==> config.mk <==
export PLATFORM = sky130hd
export DESIGN_NAME = snake_mover
export DESIGN_NICKNAME = d
export VERILOG_FILES = /design/src/rtl/snake_mover.sv
export SDC_FILE = /design/constraint.sdc
export NUM_CORES = 1
export LEC_CHECK = 0
export BUFFER_PORTS_ARGS = -buffer_cell sky130_fd_sc_hd__buf_4
export CAP_MARGIN = 25
export CORE_MARGIN = 2
export CORE_UTILIZATION = 40
export CTS_BUF_LIST = sky130_fd_sc_hd__clkbuf_8 sky130_fd_sc_hd__clkbuf_16
export CTS_CLUSTER_DIAMETER = 80
export DETAILED_ROUTE_END_ITERATION = 8
export GPL_TIMING_DRIVEN = 1
export PLACE_DENSITY_LB_ADDON = 0.3
export SYNTH_ARGS = -nofsm -noshare
export SYNTH_HDL_FRONTEND = slang
export SYNTH_SLANG_ARGS = --single-unit
==> constraint.sdc <==
create_clock -name clk -period 3.4 [get_ports clk]
set_input_delay 0.17 -clock clk [delete_from_list [all_inputs] [get_ports clk]]
set_output_delay 0.17 -clock clk [all_outputs]
set_load 0.02 [all_outputs]
==> src/rtl/snake_mover.sv <==
// Movement/collision engine for the snake game: one move per en rising edge,
// with wall/self collision, food growth and a combinational body read port.
`timescale 1ns/1ps
module snake_mover #(
    parameter int unsigned GRID_W  = 32,
    parameter int unsigned GRID_H  = 24,
    parameter int unsigned MAX_LEN = 16,
    parameter int unsigned CW      = 5
) (
    input  logic                       clk,
    input  logic                       rst_n,
    input  logic                       clear,
    input  logic                       en,
    input  logic [1:0]                 dir,
    input  logic [CW-1:0]              food_x,
    input  logic [CW-1:0]              food_y,
    input  logic                       food_valid,
    output logic                       done,
    output logic                       dead,
    output logic                       ate,
    output logic [7:0]                 score,
    output logic [$clog2(MAX_LEN):0]   length,
    output logic [CW-1:0]              head_x,
    output logic [CW-1:0]              head_y,
    input  logic [$clog2(MAX_LEN)-1:0] rd_idx,
    output logic [CW-1:0]              rd_x,
    output logic [CW-1:0]              rd_y,
    output logic                       rd_valid
);
    localparam int unsigned IW = $clog2(MAX_LEN);
    localparam int unsigned LW = IW + 1;

    localparam logic [1:0] DIR_UP    = 2'b00;
    localparam logic [1:0] DIR_DOWN  = 2'b01;
    localparam logic [1:0] DIR_LEFT  = 2'b10;
    localparam logic [1:0] DIR_RIGHT = 2'b11;

    typedef enum logic [2:0] {
        S_IDLE,
        S_CALC,
        S_SCAN,
        S_COMMIT,
        S_DONE
    } state_t;

    state_t        state;
    logic [1:0]    cur_dir;
    logic [CW-1:0] seg_x [MAX_LEN];
    logic [CW-1:0] seg_y [MAX_LEN];
    logic [CW-1:0] nh_x;
    logic [CW-1:0] nh_y;
    logic [LW-1:0] scan_i;
    logic          eat;
    logic          hit;
    logic          en_d;

    logic [1:0]    eff_dir;
    logic [CW-1:0] calc_x;
    logic [CW-1:0] calc_y;
    logic          wall;
    logic          scan_last;
    logic          scan_hit;

    // Reversal is ignored: the pair differs only in bit 0 within an axis.
    always_comb begin
        eff_dir = ((dir[1] == cur_dir[1]) && (dir[0] != cur_dir[0])) ? cur_dir : dir;
        calc_x  = seg_x[0];
        calc_y  = seg_y[0];
        wall    = 1'b0;
        case (eff_dir)
            DIR_UP: begin
                if (seg_y[0] == '0) wall = 1'b1;
                else                calc_y = seg_y[0] - CW'(1);
            end
            DIR_DOWN: begin
                if (seg_y[0] == CW'(GRID_H - 1)) wall = 1'b1;
                else                             calc_y = seg_y[0] + CW'(1);
            end
            DIR_LEFT: begin
                if (seg_x[0] == '0) wall = 1'b1;
                else                calc_x = seg_x[0] - CW'(1);
            end
            default: begin
                if (seg_x[0] == CW'(GRID_W - 1)) wall = 1'b1;
                else                             calc_x = seg_x[0] + CW'(1);
            end
        endcase
        // The tail cell vacates on a non-growing move, so it cannot collide.
        scan_last = (scan_i == length - LW'(1));
        scan_hit  = (seg_x[scan_i[IW-1:0]] == nh_x) && (seg_y[scan_i[IW-1:0]] == nh_y)
                    && (eat || !scan_last);
    end

    always_ff @(posedge clk or negedge rst_n) begin
        if (!rst_n) begin
            state   <= S_IDLE;
            cur_dir <= DIR_RIGHT;
            length  <= LW'(3);
            score   <= 8'd0;
            dead    <= 1'b0;
            done    <= 1'b0;
            ate     <= 1'b0;
            en_d    <= 1'b0;
            nh_x    <= '0;
            nh_y    <= '0;
            scan_i  <= '0;
            eat     <= 1'b0;
            hit     <= 1'b0;
            for (int k = 0; k < int'(MAX_LEN); k++) begin
                seg_x[k] <= (k < 3) ? CW'(int'(GRID_W / 2) - k) : '0;
                seg_y[k] <= (k < 3) ? CW'(GRID_H / 2) : '0;
            end
        end else if (clear) begin
            state   <= S_IDLE;
            cur_dir <= DIR_RIGHT;
            length  <= LW'(3);
            score   <= 8'd0;
            dead    <= 1'b0;
            done    <= 1'b0;
            ate     <= 1'b0;
            en_d    <= 1'b0;
            nh_x    <= '0;
            nh_y    <= '0;
            scan_i  <= '0;
            eat     <= 1'b0;
            hit     <= 1'b0;
            for (int k = 0; k < int'(MAX_LEN); k++) begin
                seg_x[k] <= (k < 3) ? CW'(int'(GRID_W / 2) - k) : '0;
                seg_y[k] <= (k < 3) ? CW'(GRID_H / 2) : '0;
            end
        end else begin
            en_d <= en;
            done <= 1'b0;
            ate  <= 1'b0;
            case (state)
                S_IDLE: begin
                    if (en && !en_d && !dead) state <= S_CALC;
                end
                S_CALC: begin
                    cur_dir <= eff_dir;
                    nh_x    <= calc_x;
                    nh_y    <= calc_y;
                    eat     <= food_valid && (calc_x == food_x) && (calc_y == food_y);
                    hit     <= 1'b0;
                    scan_i  <= '0;
                    if (wall) begin
                        dead  <= 1'b1;
                        done  <= 1'b1;
                        state <= S_DONE;
                    end else begin
                        state <= S_SCAN;
                    end
                end
                S_SCAN: begin
                    if (scan_hit) hit <= 1'b1;
                    if (scan_last) state <= S_COMMIT;
                    else           scan_i <= scan_i + LW'(1);
                end
                S_COMMIT: begin
                    done  <= 1'b1;
                    state <= S_DONE;
                    if (hit) begin
                        dead <= 1'b1;
                    end else begin
                        // Shifting the full array keeps the old tail at index length for growth.
                        for (int k = int'(MAX_LEN) - 1; k > 0; k--) begin
                            seg_x[k] <= seg_x[k-1];
                            seg_y[k] <= seg_y[k-1];
                        end
                        seg_x[0] <= nh_x;
                        seg_y[0] <= nh_y;
                        if (eat) begin
                            ate <= 1'b1;
                            if (length < LW'(MAX_LEN)) length <= length + LW'(1);
                            if (score != 8'hFF)        score  <= score + 8'd1;
                        end
                    end
                end
                S_DONE: begin
                    state <= S_IDLE;
                end
                default: begin
                    state <= S_IDLE;
                end
            endcase
        end
    end

    assign head_x   = seg_x[0];
    assign head_y   = seg_y[0];
    assign rd_x     = seg_x[rd_idx];
    assign rd_y     = seg_y[rd_idx];
    assign rd_valid = ({1'b0, rd_idx} < length);

endmodule

==> qor.txt <==
CP max stage delay = 0.74 ns
antenna-violating nets left = 0
postcts setup bufs = 0
WS Path Type = register to register
post-synth cell types = 63
worst reg2reg path endpoint = hit$_DFFE_PN0P_
initial core utilization = 0.403
Reg power frac = 0.486
Crit. End Element = register
crit path to = hit$_DFFE_PN0P_
RSZ-0062 raised after global routing = no
worst min path class = input pin to register
DRC Markers = 0
setup TNS = 0 ns
Core Area = 28500 um2
Mapped Cells = 1190
Simple-Gate Fraction of Synth Area = 0.167
Root Driver = clkbuf_16
Die Area = 30100 um2
relative slew slack = 0.356
TritonCTS buffer count = 17
Critical Path AT = 3.14 ns
cts hold-fix bufs = 2
status = finished, final reports clean
Worst EP required = 3.79 ns
Synth Area in XOR/XNOR = 0.0311
CTS tree = built
Syn Area/Cell = 9.67 um2
CTS max path bufs = 2
start of the worst register-to-register path = scan_i[0]$_DFFE_PN0P_
gpl congestion = 0.783
fin cells = 1584
leakage = 5.10 nW
Area growth syn-to-layout = 11.5%
syn nets = 1222
power per cell area = 387 nW/um2
finished layout cell area = 12800 um2
IO Port Bufs = 57
Final period util = 0.810
skew final = 0.0132 ns
Peak VDD IR = 0.315 mV
Clk pwr share = 0.435
initial DRC count = 918
Overflow after GRT = 0
max frequency = 363 MHz
initial antenna violation count = 0
Top delay family on crit path = flip-flops
WL per Instance = 18.1 um
top_reg_cell synth = dfrtp_1
Final Max Slew Viols = 0
complex-gate fraction of the synthesized area = 0.119
combinational cell fraction of total power = 0.079
Final Hold Viols = 0
P_sw = 0.00129 W
CP Depth = 8
Antenna diodes = 0
Net Sw Frac = 0.259
share of layout cells above drive strength 1 = 0.186
P_int = 0.00368 W
Slowest cell on crit path = dfrtp_4
worst setup path start = scan_i[0]$_DFFE_PN0P_
Slew @ Worst Pin = 0.966 ns
Max FO, Critical Path = 25
H-tree depth = 4
Hold WS = 0.0376 ns
CTS resizes = 0
vias in the first global route = 8635
final WL = 28.7 mm
Top Ports = 58
fraction of registers with async set/reset = 1.00
FF+latch count, synth = 199
Final Net Count = 1219
Final Setup Violations = 0
Max Cap Violations = 0
R2R depth = 8
Seq/Total Area, Yosys = 0.435
dpl cells = 1550
post-placement cell area = 12200 um2
clk_lat worst skew = 0.45 ns
gr usage total = 0.197
adder-cell share of the synthesized area = 0.0120
Worst-path clk slew = 0.08 ns
via count = 8975
largest family of logic cells by synthesized area = multiplexers
largest net degree at the start of global routing = 161
final core utilization = 0.450
mux cell area share after synthesis = 0.191
Buf/Inv on CP = 1
vias per cell = 5.67
DP HPWL = 17.9 mm
crit-path cells = buf_4, mux4_2, nor2_1, a221oi_1, o21ai_0, xnor2_1, nor4_1, a32o_1
Core Rows = 62
fin crit period = 2.75 ns
first-pass GRT wire length = 47.8 mm
TritonCTS Sinks = 199
Critical Path Start Type = register
EDFF count, synth = 0
Post-Syn Area = 11500 um2
TritonRoute pass-1 iters = 5
Die Y = 174 um
r2r setup slk = 0.65 ns
Die Width = 174 um
Yosys warnings = 0
## flip-flops by register name (all words and copies together) (netlist names)
| signal | cells |
|---|---|
| seg_x | 75 |
| seg_y | 75 |
| score | 8 |
| head_x | 5 |
| head_y | 5 |
| length | 5 |
| nh_x | 5 |
| nh_y | 5 |
| scan_i | 5 |
| state | 3 |
| cur_dir | 2 |
| ate | 1 |
| dead | 1 |
| done | 1 |
| eat | 1 |
| en_d | 1 |
| hit | 1 |
## placed cells by master, fill, tap and decap left out, types with 6 or more instances in the layout
master     synthesis  layout
a21oi_1          154     154
nand3_1           21      21
inv_1             14      14
o211ai_1           7       7
o21a_1             6       6
mux4_2            78      78
clkbuf_16          0      17
ha_1              11      11
dfrtp_1          181     180
nor3_1            14      14
a221oi_1           9       9
dfstp_2           18      18
buf_4             12      76
nor2_1            37      37
mux2i_1           39      39
xor2_1            16      16
nand2_1          353     353
o31ai_1            6       6
xnor2_1           23      23
nor2b_1            8       8
o21ai_0           21      21
## power groups by stage
stage / logic (W) / clock network, W / registers [W]
after floorplan: 0.000257 / 0 / 0.00244
after global placement: 0.000393 / 0 / 0.00246
after detailed placement: 0.000396 / 0 / 0.00246
after CTS: 0.000400 / 0.00221 / 0.00241
after global routing: 0.000431 / 0.00231 / 0.00242
final: 0.000393 / 0.00216 / 0.00241
## per-layer routing
metal / track usage / vias up / wire length (um)
li1: - / 4159 / -
met1: 0.287 / 4556 / 13400
met2: 0.304 / 228 / 13500
met3: 0.0303 / 32 / 1330
met4: 0.0581 / 0 / 433
met5: 0 / - / 0
## cell type report
cell class	count	area, um2
repair buffers	82	664
fillers	2730	15700
multi-input cells	873	6010
clock inverters	14	181
flip-flops and latches	199	5010
well taps	384	480
clock buffers	18	439
inverters	14	52.6
## kinds of logic (layout without fill, tap and decap cells)
group                    Yosys count  in the layout
buffers and inverters            118            128
adder cells (fa/ha/maj)           11             11
flip-flops                       199            199
multiplexers                     121            121
XOR/XNOR                          40             40
AND/OR/NAND/NOR                  466            466
AO/OA/AOI/OAI                    235            235
## Yosys cell counts (all sizes together) (5+ instances only)
master  number  share of area
nand2      353           0.12
dfrtp      181           0.39
a21oi      154          0.067
mux4        78           0.15
clkbuf      67          0.022
mux2i       40          0.035
buf         37          0.019
nor2        37          0.012
xnor2       24          0.019
nand3       21         0.0091
o21ai       21         0.0091
dfstp       18          0.041
xor2        16          0.012
inv         14         0.0046
nor3        14         0.0061
ha          11          0.012
a221oi       9         0.0068
nor2b        8         0.0043
o211ai       7         0.0046
o31ai        7         0.0050
o21a         6         0.0039
and3         5         0.0027
or3          5         0.0027
## worst min-delay path: cells and delay by family
kind	cells	cell delay [ns]
buffers and inverters	1	0.09
AOI/OAI and AO/OA	2	0.13
xor gates and xnor gates	1	0.06
## worst min path at each step
stage	cells past startpoint	from	slack (ns)	endpoint
final	4	food_x[0]	0.04	eat$_DFFE_PN0P_
after CTS	4	food_x[0]	0.02	eat$_DFFE_PN0P_
after global routing	4	food_x[1]	0.03	eat$_DFFE_PN0P_
after detailed placement	1	rst_n	0.38	seg_y[29]$_DFFE_PN0P_
after global placement	1	rst_n	0.39	seg_y[29]$_DFFE_PN0P_
after floorplan	0	rst_n	-0.13	ate$_DFF_PN0_
## through the flow
stage | power, W | setup slack [ns]
floorplan | 0.00270 | 1.14
global placement | 0.00285 | 0.705
detailed placement | 0.00285 | 0.625
CTS | 0.00502 | 0.600
global route | 0.00515 | 0.462
finish | 0.00497 | 0.647
Note: power is estimated with default switching activity, not from simulation.
